<file path="src/rtl/ss_adc_conv_ctrl.sv">
// Single-slope ADC conversion controller: ramp sequencing, shared count,
// per-pixel comparator sync and one-shot capture strobes.
//
// state    | meaning
// IDLE     | waiting for start, ramp parked
// RAMP_RST | ramp generator held in reset for RESET_CYCLES cycles
// CONVERT  | ramp running, count advancing, first trips strobe enable
// DONE     | one-cycle end-of-conversion pulse, count holds COUNT_MAX
`timescale 1ns/1ps
module ss_adc_conv_ctrl #(
    parameter int NUM_PIXELS   = 1,
    parameter int COUNT_MAX    = 255,
    parameter int RESET_CYCLES = 4
) (
    input  logic                  clk,
    input  logic                  reset_n,
    input  logic                  start,
    input  logic [NUM_PIXELS-1:0] comp_in,
    output logic [NUM_PIXELS-1:0] enable,
    output logic [7:0]            count,
    output logic                  ramp_rst,
    output logic                  ramp_en,
    output logic                  busy,
    output logic                  done,
    output logic [NUM_PIXELS-1:0] overflow
);

    localparam int              RW       = (RESET_CYCLES > 1) ? $clog2(RESET_CYCLES) : 1;
    localparam logic [RW-1:0]   RST_LOAD = RW'(RESET_CYCLES - 1);
    localparam logic [7:0]      CMAX     = 8'(COUNT_MAX);

    typedef enum logic [1:0] {
        IDLE     = 2'd0,
        RAMP_RST = 2'd1,
        CONVERT  = 2'd2,
        DONE     = 2'd3
    } state_t;

    state_t                state, state_nxt;
    logic [RW-1:0]         rst_cnt;
    logic [NUM_PIXELS-1:0] sync_q1;
    logic [NUM_PIXELS-1:0] comp_s;
    logic [NUM_PIXELS-1:0] tripped;
    logic                  start_ok;
    logic                  at_max;

    assign start_ok = (state == IDLE) && start;
    assign at_max   = (count == CMAX);

    always_ff @(posedge clk or negedge reset_n) begin
        if (!reset_n) begin
            state <= IDLE;
        end else begin
            state <= state_nxt;
        end
    end

    always_comb begin
        state_nxt = state;
        case (state)
            IDLE:     if (start) state_nxt = RAMP_RST;
            RAMP_RST: if (rst_cnt == '0) state_nxt = CONVERT;
            CONVERT:  if (at_max) state_nxt = DONE;
            DONE:     state_nxt = IDLE;
            default:  state_nxt = IDLE;
        endcase
    end

    // At full scale every still-untripped pixel is strobed so the bank
    // captures COUNT_MAX for it.
    always_comb begin
        ramp_rst = (state == RAMP_RST);
        ramp_en  = (state == CONVERT);
        busy     = (state != IDLE);
        done     = (state == DONE);
        enable   = '0;
        if (state == CONVERT) begin
            if (at_max) begin
                enable = ~tripped;
            end else begin
                enable = comp_s & ~tripped;
            end
        end
    end

    always_ff @(posedge clk or negedge reset_n) begin
        if (!reset_n) begin
            sync_q1  <= '0;
            comp_s   <= '0;
            rst_cnt  <= '0;
            count    <= '0;
            tripped  <= '0;
            overflow <= '0;
        end else begin
            sync_q1 <= comp_in;
            comp_s  <= sync_q1;

            if (start_ok) begin
                rst_cnt <= RST_LOAD;
            end else if ((state == RAMP_RST) && (rst_cnt != '0)) begin
                rst_cnt <= rst_cnt - 1'b1;
            end

            if ((state == CONVERT) && !at_max) begin
                count <= count + 8'd1;
            end else if (state == DONE) begin
                count <= '0;
            end

            if (start_ok) begin
                tripped  <= '0;
                overflow <= '0;
            end else if (state == CONVERT) begin
                tripped <= tripped | enable;
                // A pixel whose comparator is genuinely high at full scale is a real trip.
                if (at_max) begin
                    overflow <= ~tripped & ~comp_s;
                end
            end
        end
    end

endmodule

</file>
<file path="config.mk">
export PLATFORM = sky130hd
export DESIGN_NAME = ss_adc_conv_ctrl
export DESIGN_NICKNAME = d
export VERILOG_FILES = /design/src/rtl/ss_adc_conv_ctrl.sv
export SDC_FILE = /design/constraint.sdc
export NUM_CORES = 1
export LEC_CHECK = 0
export CAP_MARGIN = 0
export CORE_MARGIN = 4
export CORE_UTILIZATION = 50
export DETAILED_ROUTE_END_ITERATION = 10
export GPL_TIMING_DRIVEN = 0
export HOLD_SLACK_MARGIN = 0.1
export PLACE_DENSITY_LB_ADDON = 0.25
export REMOVE_ABC_BUFFERS = 1
export SYNTH_ARGS = -nofsm -noshare
export SYNTH_HDL_FRONTEND = slang
export SYNTH_SLANG_ARGS = --single-unit
</file>
<file path="constraint.sdc">
create_clock -name clk -period 4 [get_ports clk]
set_clock_uncertainty 0.1 [all_clocks]
set_input_delay 1 -clock clk [delete_from_list [all_inputs] [get_ports clk]]
set_output_delay 1 -clock clk [all_outputs]
set_load 0.03 [all_outputs]
</file>
Yosys cells after proc, flatten, opt, wreduce, memory -nomap -nowiden

Index checks and enable logic that the tools add are counted.

Bits of input ports: 4
Word-level logic and storage cells: 50
Register bits: 16
Output and inout bits: 14

Equality and inequality tests: 7
Reduce and logical (&&, ||, !) cells: 14
$add $sub $neg: 2
Bitwise operators: 5
Multiplexer cells: 15

Operator list:

| kind                  | number |
|---|---|
| $mux W8               | 2 |
| $reduce_bool A2 Y1    | 6 |
| $mux W2               | 5 |
| $add A8 B1 Y8 const B | 1 |
| $eq A8 B8 Y1 const B  | 1 |
| $pmux W2 S4           | 1 |
| $mux W1               | 7 |
| $eq A2 B2 Y1 const B  | 2 |
| $logic_not A2 Y1      | 2 |
| $ne A2 B1 Y1 const B  | 2 |
| $logic_and A1 B1 Y1   | 3 |
| $reduce_and A3 Y1     | 1 |
| $and A1 B1 Y1         | 2 |
| $eq A2 B1 Y1 const B  | 1 |
| $ne A2 B2 Y1 const B  | 1 |
| $not A1 Y1            | 2 |
| $reduce_and A2 Y1     | 1 |
| $sub A2 B1 Y2 const B | 1 |
| $logic_not A1 Y1      | 1 |
| $or A1 B1 Y1          | 1 |

Longest topological paths before layout

Gate-level depths: netlist of the first run.

Depth in word-level cells: 7
Depth in mapped cells: 6

Worst setup path after synthesis of the first run

No wires, ideal clock.

Kind: reg-to-output
From: reg state[0]
To: out enable
Setup slack: 1273 ps
Buffers on the path: 0
Stages on the path, launching flop included: 5
Arrival: 1627 ps
Data required time: 2900 ps
Cell sequence: dfrtp_1 inv_1 ha_1 o21ai_0 nor2_1

Word-level cells in the longest chain between the ends: 2

Ends and longest elaborated chain:

| what                   | line | RTL |
|---|---|---|
| start, declared        | 39   | `state_t state, state_nxt;` |
| start signal, assigned | 54   | `state <= state_nxt;` |
| $eq A2 B2 Y1           | -    |  |
| named net ramp_en      | 22   | `output logic ramp_en,` |
| $mux W1                | 77   | `if (state == CONVERT) begin` |
| end, declared          | 19   | `output logic [NUM_PIXELS-1:0] enable,` |

The timed path passes the listed nets, and every way through them passes these cells.

Worst setup path after layout of the first run

From: reg state[0]
To: out enable

Word-level cells in the longest chain between the ends: 2

Ends and longest elaborated chain:

| what         | line |
|---|---|
| $eq A2 B2 Y1 | 77 |
| $mux W1      | 77 |

No other way between the ends.

==> metrics list, run 1 <==
* Count of state elements after synthesis: 16
- The initial utilization of the core area, before any placement, comes to 0.555.
- Filler Cell Count: 122
- Crit path kind: reg -> out
- Critical path data required time: 2.90 ns
- Outcome: completed
* Drt first pass iters: 4
- Gpl congestion: 0.798
- Transition time at the pin with the least slew margin: 0.702 ns
- Core Area: 1580 um^2
* Global router's overall resource usage: 0.151
- Accumulated negative setup slack: 0 ns
- For this design the ratio of total power to cell area is 235 nW/um^2.
- Syn Area/Cell: 10.5 um^2
- The cell sitting at the root of the clock tree is a sky130_fd_sc_hd__clkbuf_4.
* Level count of the clock H-tree: 1
- The final number of max-transition violations is 0.
- Gates resized during post-CTS repair numbered 0.
- Counting along the longest clock path gives a buffer depth of 2.
- Count of input and output buffers: 17
- The worst-case IR drop observed on VDD is 199 uV.
- Max-cap violations: 0
- Post-CTS timing repair inserted 0 buffers for setup.
* Via density per instance: 5.50
- For this design the static power due to leakage is 0.468 nW.
- # IOs: 18
- After clock tree synthesis, the clock-pin slew on the worst setup and hold paths is 0.09 ns.
* Worst max-slew margin expressed relative to the limit: 0.531
* Vias in the first global route: 611
- Summed over all nets, the half-perimeter wirelength after detailed placement is 1200 um.
- Post-route minimum period: 3.32 ns
- Of the synthesized area, sequential elements account for 0.458.
- Worst Hold Class: reg -> reg
- Initial antenna violation count: 0
* Die outline height: 49.8 um
- Once detail routing completed, the nets flagged for antenna violations numbered 0.
- In the final layout, the share of cells above drive strength 1 is 0.0882.
- Global-route wire length before repair: 2850 um
- The later pin in the worst-skew pair is clocked with a latency of 0.29 ns.
- Row generation in the floorplan step produced 14 rows.
- TritonCTS clock tree: built
- The die covers 2480 um^2.
* Post-CTS Hold Fix Bufs: 0
- After detailed routing, the number of remaining DRC violations is 0.
* Kind of end point of the critical path: primary output
* Wire length per cell: 13.5 um
* Number of distinct standard cells referenced by the synthesized netlist: 24
- Setup repair after global routing left no endpoint under its margin.
* Mapped Cells: 83
- Clock tree synthesis found a total of 16 sinks.
* Number of CTS-inserted buffers: 3
- Drt first-iter violations: 15
* Final setup violation count: 0
* Maximum number of pins on one net before global-route repair: 17
* Critical Path Fanout Max: 9
- Area Growth Syn to Fin: 23.5%
- Total power for the finished layout comes to 254 uW.
* Width of the die: 49.8 um
- Final hold violations: 0
* Number of diodes added for antenna fixing: 0
- The tightest hold path in the finished design has a slack of 0.258 ns.
- Final period utilization: 0.829
* Maximum clock frequency: 301 MHz
- Netlist area before placement: 875 um^2
- For this run, the number of Yosys warnings is 0.
* Routed vias: 649
- Wires add up to 1600 um.
- Startpoint class of the critical path: flop
- After global routing the overflow that remains totals 0.
- Number of nets in the layout: 115
- Data on the critical path arrives at its endpoint at 2.22 ns.
[cells in the final DEF, fill, tap and decap left out, drive strengths merged, types with 2 or more instances in the layout]
| master | netlist | final |
|---|---|---|
| inv | 9 | 9 |
| a32o | 2 | 2 |
| a31o | 2 | 2 |
| clkdlybuf4s50 | 0 | 17 |
| or3 | 3 | 3 |
| xnor2 | 2 | 2 |
| nand2 | 5 | 5 |
| o21ai | 7 | 7 |
| dfrtp | 16 | 16 |
| o211ai | 3 | 3 |
| clkbuf | 0 | 3 |
| ha | 7 | 7 |
| mux2i | 2 | 2 |
| nand3 | 6 | 6 |
| nor2 | 5 | 5 |
| nand2b | 2 | 2 |
| a21oi | 5 | 5 |
[critical path, stage by stage, from the launching register on]
cell	delay, ns
sky130_fd_sc_hd__dfrtp_1	0.41
sky130_fd_sc_hd__inv_1	0.13
sky130_fd_sc_hd__ha_1	0.40
sky130_fd_sc_hd__o21ai_0	0.19
sky130_fd_sc_hd__nor2_1	0.12
sky130_fd_sc_hd__clkdlybuf4s50_1	0.67
[where the power goes]
part	switching, mW	internal, mW
Sequential	0.000310	0.163
Clock	0.0497	0.0350
Combinational	0.00388	0.00270
Total	0.0538	0.200
[state kept, by name, indices dropped and copies added (netlist names)]
register	count
count	8
rst_cnt	2
state	2
comp_s	1
overflow	1
sync_q1	1
tripped	1
[area by class of cell]
| type | count | area [um^2] | share of cell area |
|---|---|---|---|
| Sequential cell | 16 | 400 | 0.371 |
| Timing Repair Buffer | 17 | 170 | 0.158 |
| Clock buffer | 3 | 22.5 | 0.0209 |
| Tap cell | 16 | 20.0 | 0.0185 |
| Multi-Input combinational cell | 57 | 433 | 0.401 |
| Inverter | 9 | 33.8 | 0.0313 |
[metal layers]
metal,vias up,wire length [um],global-route usage,share of wire
li1,327,-,-,-
met1,306,774,0.205,0.48
met2,14,727,0.214,0.45
met3,2,86,0.0602,0.054
met4,0,10,0.0553,0.0063
met5,-,0,0,0
[synthesized netlist by cell type]
master	instances	area, um^2
sky130_fd_sc_hd__nor2_1	5	18.8
sky130_fd_sc_hd__a21boi_0	1	7.51
sky130_fd_sc_hd__inv_1	9	33.8
sky130_fd_sc_hd__a32o_1	2	20.0
sky130_fd_sc_hd__nand2_1	5	18.8
sky130_fd_sc_hd__o21ai_0	6	30.0
sky130_fd_sc_hd__and3_1	1	6.26
sky130_fd_sc_hd__xnor2_1	2	17.5
sky130_fd_sc_hd__nand2b_1	2	12.5
sky130_fd_sc_hd__a31o_2	2	17.5
sky130_fd_sc_hd__o21ai_4	1	16.3
sky130_fd_sc_hd__a21oi_1	5	25.0
sky130_fd_sc_hd__o211ai_1	2	15.0
sky130_fd_sc_hd__or3_1	3	18.8
sky130_fd_sc_hd__nand4_4	1	21.3
sky130_fd_sc_hd__nor3_1	1	5.00
sky130_fd_sc_hd__xor2_1	1	8.76
sky130_fd_sc_hd__buf_4	1	7.51
sky130_fd_sc_hd__mux2i_1	2	20.0
sky130_fd_sc_hd__mux2_4	1	15.0
sky130_fd_sc_hd__ha_1	7	87.6
sky130_fd_sc_hd__o211ai_4	1	21.3
sky130_fd_sc_hd__nand3_1	6	30.0
sky130_fd_sc_hd__dfrtp_1	16	400
[final timing paths]
kind	start	cells past startpoint	slack, ns	to
worst max-delay path	state[0]	5	0.68	enable
worst min-delay path	sync_q1	0	0.26	comp_s
worst max register to register	count[0]	5	2.16	state[1]
worst min register to register	sync_q1	0	0.26	comp_s
max in group asynchronous	reset_n	1	2.33	count[7]
min in group asynchronous	reset_n	1	1.03	count[5]
[through the flow]
step           area [um^2]  std cells  setup slack [ns]  utilization
3_3_place_gp          1060        115              1.05        0.671
2_1_floorplan          867         82              1.27            -
3_5_place_dp          1060        115             0.997        0.671
4_1_cts               1080        118             0.673        0.685
6_report              1080        118             0.683        0.685
5_1_grt               1080        118             0.569        0.685
[cells by family after synthesis]
| family | share of synthesized area |
|---|---|
| xor gates and xnor gates | 0.0300 |
| muxes | 0.0401 |
| buffers and inverters | 0.0472 |
| adders and majority gates | 0.100 |
| and+or+nand+nor | 0.150 |
| AOI/OAI and AO/OA | 0.175 |
| DFF | 0.458 |
Power figures use the tool's default switching activity.
==> run 2, diff against run 1 <==
Settings changed: CORE_UTILIZATION 50 to 49.
Clock period 4 ns to 3.4 ns, I/O delays scaled along.
==> metrics list, run 2 (synthesized netlist as in run 1, its figures left out) <==
- The die covers 2520 um^2.
- For this design the static power due to leakage is 0.475 nW.
- Unrepaired setup endpoints after global routing: no
- The total overflow left after global routing is 0.
* Area Growth Syn to Fin: 26.3%
- Dividing the detail-routed via count by the number of cells gives 4.95.
* Final core utilization: 0.647
- Critical Path Fanout Max: 9
* Number of diodes added for antenna fixing: 0
- The sequential cells in the finished layout cover a total of 400 um^2.
* Multi-input gate area in the final layout: 433 um^2
- Root Buffer: sky130_fd_sc_hd__clkbuf_4
* Count of input and output buffers: 17
- After routing the design area is 1100 um^2.
* Half-perimeter wire length after placement: 1090 um
* PwrDens: 294 nW/um^2
- After detailed routing, the total wire length is 1510 um.
- The critical path contains buffers and inverters numbering 2 combined.
- Across the run, the number of max-cap violations was 0.
- Clock tree buffer depth: 2
- Detailed-route DRC error count: 0
- For the finished layout, the period the worst path requires is 3.17 ns.
- Entering global routing, the biggest net connects 17 pins.
* Share of layout cells above drive strength 1: 0.0971
* Outcome: completed
- Clock-pin slew was measured on the worst setup and hold paths at 0.10 ns.
- The worst setup path is launched from a flop.
* Highest-count cells in the layout ignoring fill and taps: 17 x sky130_fd_sc_hd__clkdlybuf4s50_1, 16 x sky130_fd_sc_hd__dfrtp_1, 9 x sky130_fd_sc_hd__inv_1
* Crit path kind: reg -> out
- IR analysis of the VDD net gives a maximum drop of 239 uV.
- The worst pin sits at a relative slew slack of 0.515.
* Final hold violations: 0
- Worst Hold Class: reg -> reg
- Maximum clock frequency: 315 MHz
* Regs by FF count: count: 8 flops, rst_cnt: 2 flops, state: 2 flops
* Total cell area at the placement stage: 1070 um^2
- Vias in the first global route: 613
- Count of non-filler cells in the finished layout: 128
* # IOs: 18
- The register with the most flip-flops in the layout has 8 of them.
- The die is 50.2 um tall.
- From left edge to right edge, the die measures 50.2 um.
- Level count of the clock H-tree: 1
- TritonCTS clock tree: built
- Routed vias: 633
- Once the clock tree was built, the setup fixing pass inserted 0 buffers.
- Drt first pass iters: 3
- Setup violations remaining at the end of the flow were counted as 0.
* Clock sinks: 16
- After routing, the total negative slack on setup checks comes to 0 ns.
- For the pin with the worst max-slew slack, the measured transition is 0.726 ns.
- Initial core utilization: 0.512
- Global-route wire length before repair: 2680 um
* Number of placement rows: 15
* Filler Cell Count: 142
- Number of nets in the layout: 115
- Global router's overall resource usage: 0.139
- After clock tree synthesis, the repair step resized 0 gates.
- In the finished design, the share of the clock period the worst path needs comes to 0.933.
- Most common library cell in the layout ignoring fill and taps: sky130_fd_sc_hd__clkdlybuf4s50_1
* Slowest stage delay, CP: 0.68 ns
* Cell with the largest stage delay on the worst path: sky130_fd_sc_hd__clkdlybuf4s50_1
* Core Area: 1710 um^2
* Cell class contributing the biggest share of worst-path delay: buffers and inverters
* Placed cells: 124
* Insertion delay of the later-clocked pin in the worst-skew pair: 0.28 ns
- STA puts the critical path data arrival time at 2.22 ns.
- The worst setup path is captured at a primary output.
* Cells along the critical path: inv_1 > ha_1 > o21ai_0 > nor2_1 > clkdlybuf4s50_1
* Drt first-iter violations: 9
- Initial antenna violation count: 0
- Final slew viol count: 0
- Number of CTS-inserted buffers: 3
* Post-CTS Hold Fix Bufs: 0
- Gpl congestion: 0.757
- Dividing the detail-routed wire length by the instance count gives 11.8 um.
- Register with the highest flop count: count
- Critical path data required time: 2.45 ns
- Once detail routing completed, the nets flagged for antenna violations numbered 0.
-- run 2: through the flow --
| stage | worst slack [ns] | power, mW | hold slack (ns) |
|---|---|---|---|
| 4_1_cts | 0.217 | 0.330 | 0.258 |
| 6_report | 0.228 | 0.325 | 0.253 |
| 3_3_place_gp | 0.584 | 0.204 | 0.235 |
| 2_1_floorplan | 0.823 | 0.196 | 0.231 |
| 5_1_grt | 0.117 | 0.342 | 0.270 |
| 3_5_place_dp | 0.554 | 0.204 | 0.236 |
-- run 2: power by group --
part	leakage (nW)	internal [mW]	switching, mW
registers	0.184	0.191	0.000402
clock network	0.0210	0.0651	0.0598
logic	0.270	0.00319	0.00482
total	0.475	0.260	0.0650
-- run 2: final cells by class --
cell class	count	share of cell area
clock buffer	4	0.0328
inverter	9	0.0306
multi-input combinational	57	0.392
sequential	16	0.362
tap	25	0.0283
timing repair buffer	17	0.154
-- run 2: worst register-to-register path: cells and delay by family, from the launching register on --
| family | cells | cell delay (ns) |
|---|---|---|
| and+or+nand+nor | 1 | 0.17 |
| AOI/OAI and AO/OA | 2 | 0.51 |
| DFF | 1 | 0.41 |
| muxes | 1 | 0.31 |
| adders and majority gates | 1 | 0.23 |
-- run 2: layer usage --
layer,track usage,share of wire,wire length [um]
met1,0.182,0.50,759
met2,0.215,0.44,669
met3,0.0386,0.045,68
met4,0.0553,0.0093,14
met5,0,0,0
-- run 2: path summary, 6_finish.rpt --
| check | end | from | slack, ns | cells after the start |
|---|---|---|---|---|
| hold reg to reg | comp_s | sync_q1 | 0.25 | 0 |
| hold / removal | comp_s | sync_q1 | 0.25 | 0 |
| max in group asynchronous | count[3] | reset_n | 1.85 | 1 |
| min in group asynchronous | count[2] | reset_n | 0.89 | 1 |
| setup reg to reg | state[1] | count[0] | 1.56 | 5 |
| setup / recovery | enable | state[0] | 0.23 | 5 |
==> run 3, diff against run 2 <==
Settings changed: TNS_END_PERCENT from default to 10.
==> results of run 3 <==
Same layout as run 2: the final DEF is identical, and so are final timing and power.
